==> config.mk <==
export PLATFORM = sky130hd
export DESIGN_NAME = datapath
export DESIGN_NICKNAME = d
export VERILOG_FILES = /design/src/rtl/datapath_pkg.sv /design/src/rtl/datapath_alu.sv /design/src/rtl/datapath.sv
export SDC_FILE = /design/constraint.sdc
export NUM_CORES = 2
export LEC_CHECK = 0
export CAP_MARGIN = 10
export CORE_UTILIZATION = 50
export DETAILED_ROUTE_END_ITERATION = 16
export PLACE_DENSITY = 0.66
export SKIP_CTS_REPAIR_TIMING = 1
export SYNTH_ARGS = -nofsm -noshare
export SYNTH_HDL_FRONTEND = slang
export SYNTH_SLANG_ARGS = --single-unit
export TNS_END_PERCENT = 50
==> constraint.sdc <==
create_clock -name clk -period 8 [get_ports clk]
set_input_delay 1.6 -clock clk [delete_from_list [all_inputs] [get_ports clk]]
set_output_delay 1.6 -clock clk [all_outputs]
set_load 0.02 [all_outputs]
==> src/rtl/datapath_pkg.sv <==
// rtl/datapath_pkg.sv - register codes and ALU opcodes shared by the datapath
package datapath_pkg;

    // Register codes shared by the enable and busSelect inputs
    localparam logic [4:0] CODE_NONE   = 5'd0;
    localparam logic [4:0] CODE_R1     = 5'd1;
    localparam logic [4:0] CODE_R15    = 5'd15;
    localparam logic [4:0] CODE_HI     = 5'd16;
    localparam logic [4:0] CODE_LO     = 5'd17;
    localparam logic [4:0] CODE_ZHIGH  = 5'd18;
    localparam logic [4:0] CODE_ZLOW   = 5'd19;
    localparam logic [4:0] CODE_PC     = 5'd20;
    localparam logic [4:0] CODE_MDR    = 5'd21;
    localparam logic [4:0] CODE_INPORT = 5'd22;
    localparam logic [4:0] CODE_IR     = 5'd23;
    localparam logic [4:0] CODE_Z      = 5'd24;
    localparam logic [4:0] CODE_MAR    = 5'd25;
    localparam logic [4:0] CODE_INCPC  = 5'd26;
    localparam logic [4:0] CODE_Y      = 5'd27;

    localparam logic [3:0] OP_ADD  = 4'd0;
    localparam logic [3:0] OP_SUB  = 4'd1;
    localparam logic [3:0] OP_AND  = 4'd2;
    localparam logic [3:0] OP_OR   = 4'd3;
    localparam logic [3:0] OP_SHR  = 4'd4;
    localparam logic [3:0] OP_SHRA = 4'd5;
    localparam logic [3:0] OP_SHL  = 4'd6;
    localparam logic [3:0] OP_ROR  = 4'd7;
    localparam logic [3:0] OP_NEG  = 4'd8;
    localparam logic [3:0] OP_NOT  = 4'd9;
    localparam logic [3:0] OP_ROL  = 4'd10;
    localparam logic [3:0] OP_MUL  = 4'd11;
    localparam logic [3:0] OP_DIV  = 4'd12;

endpackage

==> src/rtl/datapath_alu.sv <==
// rtl/datapath_alu.sv - combinational ALU, 64-bit result; MUL/DIV only with DATAPATH_MULDIV_EN
module datapath_alu
    import datapath_pkg::*;
(
    input  logic [31:0] a_i,
    input  logic [31:0] b_i,
    input  logic [3:0]  op_i,
    output logic [63:0] result_o
);

    logic [4:0]  amt;
    logic [32:0] sum;
    logic [63:0] dbl;
    logic [63:0] ror_full;
    logic [63:0] rol_full;

    assign amt = b_i[4:0];
    assign sum = {1'b0, a_i} + {1'b0, b_i};
    // Rotates fall out of shifting A concatenated with itself
    assign dbl      = {a_i, a_i};
    assign ror_full = dbl >> amt;
    assign rol_full = dbl << amt;

`ifdef DATAPATH_MULDIV_EN
    logic signed [63:0] prod;
    logic signed [31:0] quot;
    logic signed [31:0] rem;

    assign prod = $signed({{32{a_i[31]}}, a_i}) * $signed({{32{b_i[31]}}, b_i});
    assign quot = (b_i == 32'd0) ? 32'sd0 : $signed(a_i) / $signed(b_i);
    assign rem  = (b_i == 32'd0) ? 32'sd0 : $signed(a_i) % $signed(b_i);
`endif

    always_comb begin
        result_o = '0;
        case (op_i)
            OP_ADD:  result_o = {31'd0, sum};
            OP_SUB:  result_o = {32'd0, a_i - b_i};
            OP_AND:  result_o = {32'd0, a_i & b_i};
            OP_OR:   result_o = {32'd0, a_i | b_i};
            OP_SHR:  result_o = {32'd0, a_i >> amt};
            OP_SHRA: result_o = {32'd0, $signed(a_i) >>> amt};
            OP_SHL:  result_o = {32'd0, a_i << amt};
            OP_ROR:  result_o = {32'd0, ror_full[31:0]};
            OP_NEG:  result_o = {32'd0, 32'd0 - b_i};
            OP_NOT:  result_o = {32'd0, ~b_i};
            OP_ROL:  result_o = {32'd0, rol_full[63:32]};
`ifdef DATAPATH_MULDIV_EN
            OP_MUL:  result_o = prod;
            OP_DIV:  result_o = {rem, quot};
`endif
            default: result_o = '0;
        endcase
    end

endmodule

==> src/rtl/datapath.sv <==
// rtl/datapath.sv - register file, bus mux and Z/PC/MDR datapath top (MUL/DIV via DATAPATH_MULDIV_EN)
module datapath
    import datapath_pkg::*;
(
    input  logic        clk,
    input  logic        clr,
    input  logic [31:0] enable,
    input  logic [31:0] busSelect,
    input  logic [31:0] inPort,
    input  logic [31:0] MDataIn,
    input  logic        MD_Read,
    input  logic [3:0]  Control_Signals,
    output logic [31:0] busMuxOut
);

    logic [31:0] r_q [1:15];
    logic [31:0] r_d [1:15];
    logic [31:0] hi_q, hi_d, lo_q, lo_d, pc_q, pc_d, mdr_q, mdr_d;
    logic [31:0] inport_q, inport_d, ir_q, ir_d, mar_q, mar_d, y_q, y_d;
    logic [63:0] z_q, z_d;
    logic [63:0] alu_result;
    logic [4:0]  src;
    logic [4:0]  dst;
    logic        sel_unused;

    assign src = busSelect[4:0];
    assign dst = enable[4:0];
    // IR and MAR feed nothing inside this block; upper code bits are don't-care
    assign sel_unused = ^{enable[31:5], busSelect[31:5], ir_q, mar_q};

    always_comb begin
        busMuxOut = '0;
        case (src)
            CODE_HI:     busMuxOut = hi_q;
            CODE_LO:     busMuxOut = lo_q;
            CODE_ZHIGH:  busMuxOut = z_q[63:32];
            CODE_ZLOW:   busMuxOut = z_q[31:0];
            CODE_PC:     busMuxOut = pc_q;
            CODE_MDR:    busMuxOut = mdr_q;
            CODE_INPORT: busMuxOut = inport_q;
            default: begin
                if (src inside {[CODE_R1:CODE_R15]}) busMuxOut = r_q[src[3:0]];
            end
        endcase
    end

    datapath_alu u_alu (
        .a_i      (y_q),
        .b_i      (busMuxOut),
        .op_i     (Control_Signals),
        .result_o (alu_result)
    );

    always_comb begin
        for (int i = 1; i <= 15; i++) r_d[i] = r_q[i];
        hi_d     = hi_q;
        lo_d     = lo_q;
        pc_d     = pc_q;
        mdr_d    = mdr_q;
        ir_d     = ir_q;
        mar_d    = mar_q;
        y_d      = y_q;
        z_d      = z_q;
        inport_d = inPort;
        case (dst)
            CODE_HI:    hi_d  = busMuxOut;
            CODE_LO:    lo_d  = busMuxOut;
            CODE_PC:    pc_d  = busMuxOut;
            CODE_MDR:   mdr_d = MD_Read ? MDataIn : busMuxOut;
            CODE_IR:    ir_d  = busMuxOut;
            CODE_Z:     z_d   = alu_result;
            CODE_MAR:   mar_d = busMuxOut;
            CODE_INCPC: pc_d  = pc_q + 32'd1;
            CODE_Y:     y_d   = busMuxOut;
            default: begin
                if (dst inside {[CODE_R1:CODE_R15]}) r_d[dst[3:0]] = busMuxOut;
            end
        endcase
    end

    always_ff @(posedge clk) begin
        if (clr) begin
            for (int i = 1; i <= 15; i++) r_q[i] <= '0;
            hi_q     <= '0;
            lo_q     <= '0;
            pc_q     <= '0;
            mdr_q    <= '0;
            inport_q <= '0;
            ir_q     <= '0;
            mar_q    <= '0;
            y_q      <= '0;
            z_q      <= '0;
        end else begin
            r_q      <= r_d;
            hi_q     <= hi_d;
            lo_q     <= lo_d;
            pc_q     <= pc_d;
            mdr_q    <= mdr_d;
            inport_q <= inport_d;
            ir_q     <= ir_d;
            mar_q    <= mar_d;
            y_q      <= y_d;
            z_q      <= z_d;
        end
    end

endmodule

== Yosys cells after proc, flatten, opt, wreduce, memory -nomap -nowiden ==
Cells that the tools add are included.

* Flip-flop bits (word level): 736
* Latch bits: 0
* Bits in writable memories: 0
* ROM bits: 0
* Input port bits: 135
* Output and inout port bits: 32
* Logic and storage cells: 88
* Memories kept: 0

* Add/subtract/negate cells: 4
* Multipliers: 0
* Divide/modulo/power cells: 0
* Order comparisons: 7
* Eq/ne operators: 26
* Shifts and indexed selects: 5
* Mux-type cells: 11
* Bitwise operators: 6
* Reductions and logical operators: 7

{| class="wikitable"
|+ Operators with widths
! cell !! number
|-
| 480-bit bitwise mux || 1
|-
| 33-bit case mux with 11 select lines || 1
|-
| 32-bit case mux with 7 select lines || 1
|-
| 32-bit two-way mux || 5
|-
| 32-bit binary-select mux with 4-bit select || 1
|-
| 32-bit demux with 4-bit select || 1
|-
| 5-bit == test, second input constant || 16
|-
| 32-bit case mux with 2 select lines || 1
|-
| 64-bit by 5-bit left shift with 64-bit output || 1
|-
| 64-bit by 5-bit >> shifter with 32-bit output || 1
|-
| 32-bit by 32-bit adder with 33-bit output || 1
|-
| 32-bit by 1-bit adder with 32-bit output, second input constant || 1
|-
| 32-bit bitwise AND || 1
|-
| 32-bit NOT || 1
|-
| 32-bit bitwise OR || 1
|-
| 32-bit by 5-bit left shift with 32-bit output || 1
|-
| 32-bit by 5-bit >> shifter with 32-bit output || 1
|-
| 32-bit by 5-bit >>> shifter with 32-bit output || 1
|-
| 1-bit by 32-bit subtractor with 32-bit output, first input constant || 1
|-
| 32-bit subtractor || 1
|-
| 4-bit by 3-bit == test with 1-bit output, second input constant || 4
|-
| 4-bit == test, second input constant || 3
|-
| 5-bit by 1-bit greater-or-equal comparator with 1-bit output, second input constant || 2
|-
| 5-bit greater-or-equal comparator, second input constant || 2
|-
| other kinds (11) || 16
|}

== Depth between registers and ports, before layout ==
* Word-level depth: 8
* Depth in mapped cells: 27
* Gate-level depth less buffers: 20

== Cells and area by module ==
From an unflattened synthesis, not the netlist that was laid out.

* Cells, all modules: 5171
* Area, all modules: 42330.6 µm²

{| class="wikitable"
|+ By module, submodules not included
! module !! times used !! cells each !! area each (µm²)
|-
| datapath || 1 || 3667 || 31895.6
|-
| datapath_alu || 1 || 1504 || 10435.0
|}

== Worst setup path after synthesis ==
No wires, ideal clock.

* Path type: in2reg
* Start point: in busSelect[0]
* End point: reg z_q[28]
* Library setup time: 0.132 ns
* Data arrival time: 6.933 ns
* Data required time: 7.868 ns
* Path slack: 0.936 ns
* Stages on the path: 23
* Path buffers: 8
* Cell sequence: buf_6 buf_6 buf_4 buf_6 buf_4 buf_2 clkbuf_1 mux4_2 mux4_2 a21oi_1 clkbuf_1 inv_1 ha_1 a2111oi_0 o211ai_1 a31oi_1 nand2_1 o211ai_1 a31oi_1 a31o_2 xor2_1 a2111oi_0 a31oi_1

* Longest elaborated chain between the ends: 8

{| class="wikitable"
|+ RTL lines
! what !! line !! source
|-
| from (decl) || datapath.sv:8 || <nowiki>input logic [31:0] busSelect,</nowiki>
|-
| 4-bit NOT with 5-bit output (not written as such) || datapath.sv:42 || <nowiki>if (src inside {[CODE_R1:CODE_R15]}) busMuxOut = r_q[src[3:0]];</nowiki>
|-
| 32-bit binary-select mux with 4-bit select || datapath.sv:42 ||
|-
| 32-bit two-way mux (not written as such) (2 in series) || datapath.sv:42 ||
|-
| 32-bit two-way mux || datapath.sv:42 ||
|-
| 32-bit case mux with 7 select lines (*) || datapath.sv:33 || <nowiki>case (src)</nowiki>
|-
| via busMuxOut[14] || datapath.sv:13 || <nowiki>output logic [31:0] busMuxOut</nowiki>
|-
| 1-bit by 32-bit subtractor with 32-bit output, or another cell as far along || datapath_alu.sv:45 || <nowiki>OP_NEG: result_o = {32'd0, 32'd0 - b_i};</nowiki>
|-
| 33-bit case mux with 11 select lines (*) || datapath_alu.sv:36 || <nowiki>case (op_i)</nowiki>
|-
| to (signal assigned) || datapath.sv:103 || <nowiki>z_q <= z_d;</nowiki>
|-
| to (decl) || datapath.sv:20 || <nowiki>logic [63:0] z_q, z_d;</nowiki>
|}

The timed path passes the listed nets; every way through them passes the cells marked *. The select of a mux whose other input is x is not followed.
A chain may end at the register's enable or synchronous reset.

== Final worst setup path ==
* Start point: in busSelect[3]
* End point: reg z_q[25]

* Longest elaborated chain between the ends: 8

{| class="wikitable"
|+ RTL lines
! what !! line
|-
| 4-bit NOT with 5-bit output (not written as such) || datapath.sv:42
|-
| 32-bit binary-select mux with 4-bit select || datapath.sv:42
|-
| 32-bit two-way mux (not written as such) (2 in series) || datapath.sv:42
|-
| 32-bit two-way mux || datapath.sv:42
|-
| 32-bit case mux with 7 select lines (*) || datapath.sv:33
|-
| 1-bit by 32-bit subtractor with 32-bit output, or another cell as far along || datapath_alu.sv:45
|-
| 33-bit case mux with 11 select lines (*) || datapath_alu.sv:36
|}

Every way passes the cells marked *; elsewhere a longest branch is shown, timed or not. The select of a mux whose other input is x is not followed.

==> results.py <==
metrics = {
    "drt": {
        "finalWirelength_um": 186000,
        "routedWlPerCell_um": 30.6,
        "drt_iter0_drc": 5441,
        "drc": 0,
        "vias": 41300,
        "via_per_inst": 6.80,
        "drtAntennaViolNets": 0,
        "firstDrtPassIters": 6,
    },
    "die": {
        "fp.dieH_um": 290,
        "row_count": 105,
        "dieArea_um2": 84200,
        "fp.coreArea_um2": 82100,
        "start_util": 0.506,
        "die_w_um": 290,
        "ioPinCount": 167,
    },
    "worst_setup_path": {
        "startpoint_type": "primary input",
        "required_ns": 8.59,
        "r2r_cells": 13,
        "r2r_slack_ns": 2.38,
        "r2r-start": "r_q[194]$_SDFFE_PP0P_",
        "cp_max_fo": 21,
        "worst_setup_path_end_kind": "flop",
        "cp.arrival_ns": 7.84,
        "worstReg2RegEnd": "z_q[6]$_SDFFE_PP0P_",
        "path_cells": "clkdlybuf4s50_1, buf_4, inv_2, buf_12, mux4_2, a21oi_2, buf_4, inv_1, ha_1, a21oi_1, o21a_1, nor2_1, a211oi_1, a21boi_0, o21ai_0, a21oi_1, a2111oi_0, a41o_1, nor4bb_1, buf_4, o2111ai_1",
        "worstSetupPathType": "in2reg",
        "cp_slowest_cell": "mux4_2",
        "crit_top_cell": "buf_4",
        "slowest_delay_ns": 0.66,
    },
    "place": {
        "placed_cell_area_um2": 44500,
        "place_hpwl_um": 132000,
        "port_buffers": 112,
        "place_congestion": 1.12,
    },
    "yosys": {
        "synth_most_common_cell": "nor2_1",
        "syn-mean-instance-area_um2": 8.33,
        "ys_async_sr_fraction": 0,
        "ys_seq_area_frac": 0.340,
        "synthDistinctLibCells": 109,
        "ys_warn_count": 0,
        "syn_nets": 5222,
        "yosysTopAreaCellShare": 0.340,
        "synthTopCellsByArea": "dfxtp_1 (34%), a211oi_1 (10%), nor2_1 (7.4%)",
        "syn-cell-area_um2": 41500,
        "ys.flop_type": "dfxtp_1",
        "syn_inst": 4984,
        "synth_edf_count": 0,
        "synthTopCellsByCount": "nor2_1 (814), dfxtp_1 (705), a211oi_1 (560), clkbuf_1 (390), nand2_1 (307)",
        "synth-seq-cells": 705,
        "yosys.area.top_type": "dfxtp_1",
    },
    "min_path": {
        "holdPathEnd": "mdr_q[19]$_SDFFE_PP0P_",
        "hp-class": "reg2reg",
        "whs_path_depth": 2,
        "min-delay-start": "mdr_q[19]$_SDFFE_PP0P_",
    },
    "timing": {
        "skew_ns": 0.0637,
        "final.min_clock_period_ns": 7.25,
        "max_slew_margin": 0.253,
        "rsz0062_at_grt": "false",
        "slew_violations": 0,
        "setup_viol": 0,
        "fin_crit_sh": 0.906,
        "worst_slew_pin_slew_ns": 1.12,
        "max_freq_mhz": 138,
        "setup_tns_ns": 0,
        "hold_viol_final": 0,
    },
    "clock_tree": {
        "cts_root_buf": "clkbuf_16",
        "clock_latency_ns": 0.68,
        "clock_path_buffers": 3,
        "clkTransAtPathRegs_ns": 0.06,
        "cts-buffers-inserted": 78,
        "cts.sinks": 705,
        "h-tree-depth": 3,
        "cts_tree": "yes",
    },
    "power_and_ir_drop": {
        "p_sw_mw": 2.61,
        "power_mw": 8.92,
        "p_int_mw": 6.31,
        "p_comb_frac": 0.167,
        "clockPowerShare": 0.427,
        "max-vdd-ir-drop_mv": 0.204,
        "power_frac_seq": 0.406,
        "netSwitchingFraction": 0.292,
        "total_leakage_power_nw": 16.7,
        "cellPowerDensity_nw_per_um2": 189,
    },
    "grt": {
        "grt_pass1_wl_um": 269000,
        "antenna_found_initial": 8,
        "grt_max_degree": 235,
        "grt_pass1_vias": 38100,
        "grt_overflow": 0,
        "grtUsageTotal": 0.428,
    },
    "outcome": {
        "status": "finished, final reports clean",
    },
    "finish": {
        "finalInstanceArea_um2": 47200,
        "num-nets-final": 5169,
        "syn2layout_area_growth_pct": 13.7,
        "drive_gt1_frac": 0.137,
    },
    "run": {
        "cap_violations": 0,
    },
}
-- worst max-delay path: cells and delay by family --
family / cells / cell delay [ns]
compound gates: 10 / 2.89
buf+inv: 7 / 2.25
mux: 1 / 0.66
fa+ha+maj: 1 / 0.27
simple gates: 2 / 0.14
-- cell type report --
| type | count | area [µm²] |
|---|---|---|
| fillers | 7530 | 34900 |
| multi-input cells | 3662 | 25300 |
| flip-flops and latches | 705 | 14100 |
| repair buffers | 386 | 3420 |
| clock buffers | 115 | 2290 |
| well taps | 1070 | 1340 |
| clock inverters | 25 | 420 |
| inverters | 98 | 370 |
| diodes | 4 | 10.0 |
-- flip-flops by register name (all words and copies together) (netlist names) --
register  flops
z_q          33
hi_q         32
inport_q     32
lo_q         32
y_q          32
r_q         480
mdr_q        32
pc_q         32
-- logic make-up after synthesis --
| group | count (synthesis) | synth area share |
|---|---|---|
| compound gates | 1638 | 0.278 |
| simple gates | 1555 | 0.165 |
| flops | 705 | 0.340 |
| buf+inv | 617 | 0.0614 |
| mux | 329 | 0.116 |
| fa+ha+maj | 103 | 0.0314 |
| xor+xnor | 37 | 0.00780 |
-- stage by stage --
| stage | std cells | setup WS, ns | hold slack (ns) | util |
|---|---|---|---|---|
| after floorplan | 4984 | 0.936 | 0.427 | - |
| after global placement | 5921 | 0.361 | 0.440 | 0.542 |
| after detailed placement | 5921 | 0.276 | 0.445 | 0.542 |
| after CTS | 6061 | 0.890 | 0.454 | 0.575 |
| after global routing | 6061 | 0.549 | 0.469 | 0.575 |
| final | 6065 | 0.750 | 0.453 | 0.575 |
-- layer usage --
metal | share of wire | wire length [µm] | vias up | global-route usage
met5 | 0.00039 | 72 | - | 0
met4 | 0.076 | 14200 | 10 | 0.281
met3 | 0.099 | 18500 | 566 | 0.0947
met2 | 0.43 | 79900 | 2299 | 0.643
met1 | 0.39 | 73300 | 19900 | 0.554
li1 | - | - | 18500 | -
-- power groups by stage --
stage	sequential, mW	clock (mW)	combinational [mW]
after floorplan	3.68	0	0.850
after global placement	3.70	0	1.43
after detailed placement	3.70	0	1.43
after CTS	3.62	3.83	1.43
after global routing	3.63	3.97	1.54
final	3.62	3.81	1.48
-- layout by cell type (no fill, tap or decap), types with 105 or more instances in the layout --
cell,count
o21ai_0,175
nand3_1,105
buf_4,256
nor2_1,791
a211oi_1,557
clkdlybuf4s50_1,107
mux2i_1,154
nand2_1,305
a21oi_1,244
mux4_2,116
dfxtp_1,705
-- worst max-delay path by stage --
stage	from	depth (start not counted)	end	slack, ns
after floorplan	busSelect[0]	23	z_q[28]$_SDFFE_PP0P_	0.94
after global placement	busSelect[3]	21	z_q[25]$_SDFFE_PP0P_	0.36
after detailed placement	busSelect[3]	21	z_q[25]$_SDFFE_PP0P_	0.28
after CTS	busSelect[3]	11	busMuxOut[2]	0.89
after global routing	busSelect[3]	21	z_q[25]$_SDFFE_PP0P_	0.55
final	busSelect[3]	21	z_q[25]$_SDFFE_PP0P_	0.75
Power figures use the tool's default switching activity.
